`src/rtl/divider_controller.sv`:
```
// Sequencer for a 12b/6b restoring divider. Loads A, Q and the counter, then
// runs six shift/subtract/restore iterations and signals done. Requests with a
// zero divisor, or whose quotient would not fit in 6 bits, are rejected up
// front with err, so the datapath is never started for them.
module divider_controller #(
   parameter logic CHECK_OVF = 1'b1
) (
   input  logic        clk,
   input  logic        rst,
   input  logic        start_i,
   input  logic [11:0] dividend_i,
   input  logic [5:0]  divisor_i,
   input  logic        sign_A_i,
   input  logic        co_i,
   output logic        en_o,
   output logic        ld_A_o,
   output logic        sh_A_o,
   output logic        ld_Q_o,
   output logic        sh_Q_o,
   output logic        set_Q0_o,
   output logic        sel_D_o,
   output logic        sel_A_o,
   output logic        ld_cnt_o,
   output logic        en_cnt_o,
   output logic        busy_o,
   output logic        done_o,
   output logic        err_o
);

   localparam logic [3:0] S_IDLE    = 4'd0;
   localparam logic [3:0] S_INIT    = 4'd1;
   localparam logic [3:0] S_SHIFT   = 4'd2;
   localparam logic [3:0] S_SUB     = 4'd3;
   localparam logic [3:0] S_CHECK   = 4'd4;
   localparam logic [3:0] S_RESTORE = 4'd5;
   localparam logic [3:0] S_SETQ    = 4'd6;
   localparam logic [3:0] S_NEXT    = 4'd7;
   localparam logic [3:0] S_DONE    = 4'd8;

   logic [3:0] state_q, state_d;
   logic       err_q, err_d;
   logic       bad_req;

   // A zero divisor always fails; a high half >= divisor would need a 7-bit
   // quotient, so it is rejected unless the check is compiled out.
   assign bad_req = (divisor_i == 6'd0) |
                    (CHECK_OVF & (dividend_i[11:6] >= divisor_i));

   // State and error-flag registers; reset aborts any run in progress.
   always_ff @(posedge clk or posedge rst) begin
      if (rst) begin
         state_q <= S_IDLE;
         err_q   <= 1'b0;
      end else begin
         state_q <= state_d;
         err_q   <= err_d;
      end
   end

   // Next-state logic; unused encodings fall back to IDLE.
   always_comb begin
      state_d = S_IDLE;
      err_d   = err_q;
      case (state_q)
         S_IDLE: begin
            state_d = S_IDLE;
            if (start_i) begin
               if (bad_req) begin
                  state_d = S_DONE;
                  err_d   = 1'b1;
               end else begin
                  state_d = S_INIT;
                  err_d   = 1'b0;
               end
            end
         end
         S_INIT:    state_d = S_SHIFT;
         S_SHIFT:   state_d = S_SUB;
         S_SUB:     state_d = S_CHECK;
         S_CHECK:   state_d = sign_A_i ? S_RESTORE : S_SETQ;
         S_RESTORE: state_d = S_NEXT;
         S_SETQ:    state_d = S_NEXT;
         S_NEXT:    state_d = co_i ? S_DONE : S_SHIFT;
         S_DONE:    state_d = S_IDLE;
         default:   state_d = S_IDLE;
      endcase
   end

   // Control strobes decoded from the current state; anything not named is 0.
   always_comb begin
      en_o     = 1'b0;
      ld_A_o   = 1'b0;
      sh_A_o   = 1'b0;
      ld_Q_o   = 1'b0;
      sh_Q_o   = 1'b0;
      set_Q0_o = 1'b0;
      sel_D_o  = 1'b0;
      sel_A_o  = 1'b0;
      ld_cnt_o = 1'b0;
      en_cnt_o = 1'b0;
      busy_o   = 1'b0;
      done_o   = 1'b0;
      err_o    = 1'b0;
      case (state_q)
         S_INIT: begin
            sel_A_o  = 1'b1;
            ld_A_o   = 1'b1;
            ld_Q_o   = 1'b1;
            ld_cnt_o = 1'b1;
            busy_o   = 1'b1;
         end
         S_SHIFT: begin
            sh_A_o = 1'b1;
            sh_Q_o = 1'b1;
            busy_o = 1'b1;
         end
         S_SUB: begin
            en_o   = 1'b1;
            ld_A_o = 1'b1;
            busy_o = 1'b1;
         end
         S_CHECK: busy_o = 1'b1;
         S_RESTORE: begin
            en_o    = 1'b1;
            sel_D_o = 1'b1;
            ld_A_o  = 1'b1;
            busy_o  = 1'b1;
         end
         S_SETQ: begin
            set_Q0_o = 1'b1;
            busy_o   = 1'b1;
         end
         S_NEXT: begin
            // Counter only advances when another iteration follows.
            en_cnt_o = ~co_i;
            busy_o   = 1'b1;
         end
         S_DONE: begin
            done_o = 1'b1;
            err_o  = err_q;
         end
         default: ;
      endcase
   end

endmodule

```
`config.mk`:
```
export PLATFORM = sky130hd
export DESIGN_NAME = divider_controller
export DESIGN_NICKNAME = d
export VERILOG_FILES = /design/src/rtl/divider_controller.sv
export SDC_FILE = /design/constraint.sdc
export NUM_CORES = 1
export LEC_CHECK = 0
export ABC_AREA = 1
export BUFFER_PORTS_ARGS = -buffer_cell sky130_fd_sc_hd__buf_2
export CELL_PAD_IN_SITES_DETAIL_PLACEMENT = 1
export CELL_PAD_IN_SITES_GLOBAL_PLACEMENT = 2
export CORE_ASPECT_RATIO = 0.75
export CORE_UTILIZATION = 17
export DETAILED_ROUTE_END_ITERATION = 10
export HOLD_SLACK_MARGIN = 0.15
export PLACE_DENSITY = 0.79
export SLEW_MARGIN = 20
export SYNTH_ARGS = -nofsm -noshare
export SYNTH_HDL_FRONTEND = slang
export SYNTH_SLANG_ARGS = --single-unit
```
`constraint.sdc`:
```
create_clock -name clk -period 1.35 [get_ports clk]
set_clock_uncertainty 0.15 [all_clocks]
set_input_delay 0.27 -clock clk [delete_from_list [all_inputs] [get_ports clk]]
set_output_delay 0.27 -clock clk [all_outputs]
set_load 0.005 [all_outputs]
```
==> impl_metrics.yaml <==
placed_design:
  pre_cts_ws_ns: -0.174
  portBuffers: 29
  placedCellCount: 164
  dp_hpwl_um: 1500
  gp_congestion: 0.709
yosys:
  synth_area_um2: 532
  syn_avg_cell_area_um2: 6.33
  synth_cells: 84
  synth_warnings: 0
  synth.distinct_cells: 18
  ys_seq_area_share_pct: 23.5
  yosys_register_bits: 5
  syn-num-nets: 113
cells_and_area:
  drive_above_1_share_pct: 52.2
  nNetsFinal: 164
  fin_cells: 172
  area_growth_pct: 83.1
  antennaDiodeCount: 0
cts:
  cts_buffers: 3
  cts_tree: "yes"
  path_clk_slew_ns: 0.03
  clk_latency_ns: 0.22
  cts_root_buffer: "clkbuf_8"
  clockBufferDepth: 2
  clock_sinks: 5
  htreeDepth: 1
drt:
  drc: 0
  vias: 668
  first_iter_violations: 12
  ant_nets: 0
  first_pass_iters: 4
  wl_met2_um: 855
  vias_per_cell: 3.88
  drt-total-wl_um: 1710
  wire_per_inst_um: 9.96
  wl_met3_um: 68
  highest_layer: "met4"
  drt-met1-wl_um: 768
sta:
  fin_crit_ns: 1.71
  rsz0062_at_grt: "yes"
  relSlewSlack_pct: 86.3
  whs_ns: 0.226
  layout_setup_ws_ns: -0.358
  hold_viol: 0
  finalCritPeriodShare_pct: 127
  fmax_mhz: 585
  setup_tns_ns: -3.68
  finalSetupViolations: 17
  slew_viol_final: 0
  worst_pin_slew_ns: 0.206
power_and_ir_drop:
  power_density_nw_per_um2: 1780
  irDropWorstVdd_mv: 0.460
  p_leak_nw: 0.576
  finalPower_mw: 1.73
worst_setup_path:
  path_max_fanout: 4
  reg2reg_from: "state_q[0]"
  path_class: "register to output pin"
  r2r_slack_ns: -0.11
  crit_path_end_kind: "output pin"
  critPathLaunchType: "register"
  reg2regPathDepth: 6
  cp.required_ns: 0.93
  setup.worst_path.end: "ld_A_o"
  worst_r2r_endpoint: "state_q[0]"
  critPathArrivalTime_ns: 1.29
  crit_start: "state_q[0]"
global_route:
  first_global_vias: 707
  grt_pass1_wl_um: 2810
  antenna_found_initial: 0
  grt_util_all_layers_pct: 11.2
  grt_max_degree: 6
  overflow: 0
floorplan:
  coreArea_um2: 2960
  core.rowCount: 17
  fp.dieArea_um2: 3360
  start_util_pct: 18.0
  fp.dieW_um: 66.6
  io-pin-count: 36
  fp.dieH_um: 50.4
outcome:
  failed_checks: "setup timing"
  status: "finished with violations"
min_path:
  hold_path.class: "primary input to register"
job:
  cap_violations: 0
[worst max-delay path, stage by stage, from the launching register on]
cell and delay (ns):
dfrtp_1 0.41, nand2_2 0.13, inv_1 0.07, nand2_1 0.08, nand2_1 0.06, or2_1 0.19, buf_2 0.12
[how the worst min path moves through the flow]
stage / startpoint / end / slack, ns / cells past startpoint
2_1_floorplan: rst / err_q / -0.10 / 1
3_3_place_gp: rst / state_q[2] / 0.03 / 2
3_5_place_dp: rst / state_q[3] / 0.03 / 2
4_1_cts: sign_A_i / state_q[1] / 0.22 / 3
5_1_grt: sign_A_i / state_q[1] / 0.27 / 3
6_report: sign_A_i / state_q[1] / 0.23 / 3
[layout make-up]
cell class / count / area (µm²)
fillers: 375 / 1980
multi-input cells: 56 / 368
repair buffers: 49 / 312
flip-flops and latches: 5 / 126
inverters: 20 / 75.1
well taps: 38 / 47.5
clock buffers: 4 / 45.0
[synthesized netlist by cell type]
| cell type | n | area [µm²] |
|---|---|---|
| nand2_1 | 19 | 71.3 |
| nand2_4 | 1 | 11.3 |
| or2_1 | 3 | 18.8 |
| nor2_1 | 11 | 41.3 |
| nor3_2 | 1 | 10.0 |
| buf_4 | 3 | 22.5 |
| a21oi_1 | 2 | 10.0 |
| inv_1 | 19 | 71.3 |
| inv_2 | 1 | 3.75 |
| nand3_1 | 2 | 10.0 |
| ha_1 | 6 | 75.1 |
| nor3_1 | 4 | 20.0 |
| nor2_2 | 1 | 6.26 |
| and3_1 | 1 | 6.26 |
| dfrtp_1 | 5 | 125 |
| o21ai_0 | 3 | 15.0 |
| o211ai_1 | 1 | 7.51 |
| nand2_2 | 1 | 6.26 |
[cells in the final DEF (no fill, tap or decap)]
cell / synthesis / layout
buf_2: 0 / 29
nand2_1: 19 / 18
inv_1: 19 / 15
buf_4: 3 / 15
nor2_1: 11 / 7
ha_1: 6 / 6
inv_2: 1 / 5
dfrtp_1: 5 / 4
nor3_2: 1 / 3
nor2_2: 1 / 3
or2_1: 3 / 3
clkbuf_8: 0 / 3
buf_6: 0 / 3
nor3_4: 0 / 2
o21ai_0: 3 / 2
nor2_4: 0 / 2
nand3_1: 2 / 2
nand2_2: 1 / 2
dlygate4sd3_1: 0 / 2
nand2_4: 1 / 1
a21oi_1: 2 / 1
a21oi_2: 0 / 1
o211ai_1: 1 / 1
and3_1: 1 / 1
o21ai_1: 0 / 1
clkbuf_1: 0 / 1
dfrtp_2: 0 / 1
[registers in the layout, summed over array words and instances (netlist names)]
| name | count |
|---|---|
| err_q | 1 |
| state_q | 4 |
[where the power goes]
part | total [mW] | internal (mW) | switching (mW) | leakage (nW)
clock | 0.273 | 0.202 | 0.0710 | 0.0228
sequential | 0.302 | 0.222 | 0.0800 | 0.0613
combinational | 1.15 | 0.567 | 0.586 | 0.492
[per-layer routing]
layer / vias up / GRT usage [%]
li1: 350 / -
met1: 301 / 13.4
met2: 15 / 20.0
met3: 2 / 2.05
met4: 0 / 3.19
met5: - / 0
[kinds of logic (layout without fill, tap and decap cells)]
family | count (synthesis) | count (layout) | synth area share, %
compound gates | 6 | 6 | 6.12
flops | 5 | 5 | 23.5
buf+inv | 23 | 73 | 18.4
simple gates | 44 | 44 | 37.9
fa+ha+maj | 6 | 6 | 14.1
[metrics by stage]
step,util (%),cell area [µm²]
2_1_floorplan,-,551
3_3_place_gp,28.4,841
3_5_place_dp,28.4,841
4_1_cts,32.0,945
5_1_grt,32.9,973
6_report,32.9,973
[what timing repair did]
item / CTS / global route
endpoints found under the hold margin: 6 / 0
gates resized for setup: 10 / 8
buffers inserted: 2 / 1
hold buffers: 2 / 0
endpoints found under the setup margin: 14 / 17
pin swaps: 6 / 0
Power figures use the tool's default switching activity.
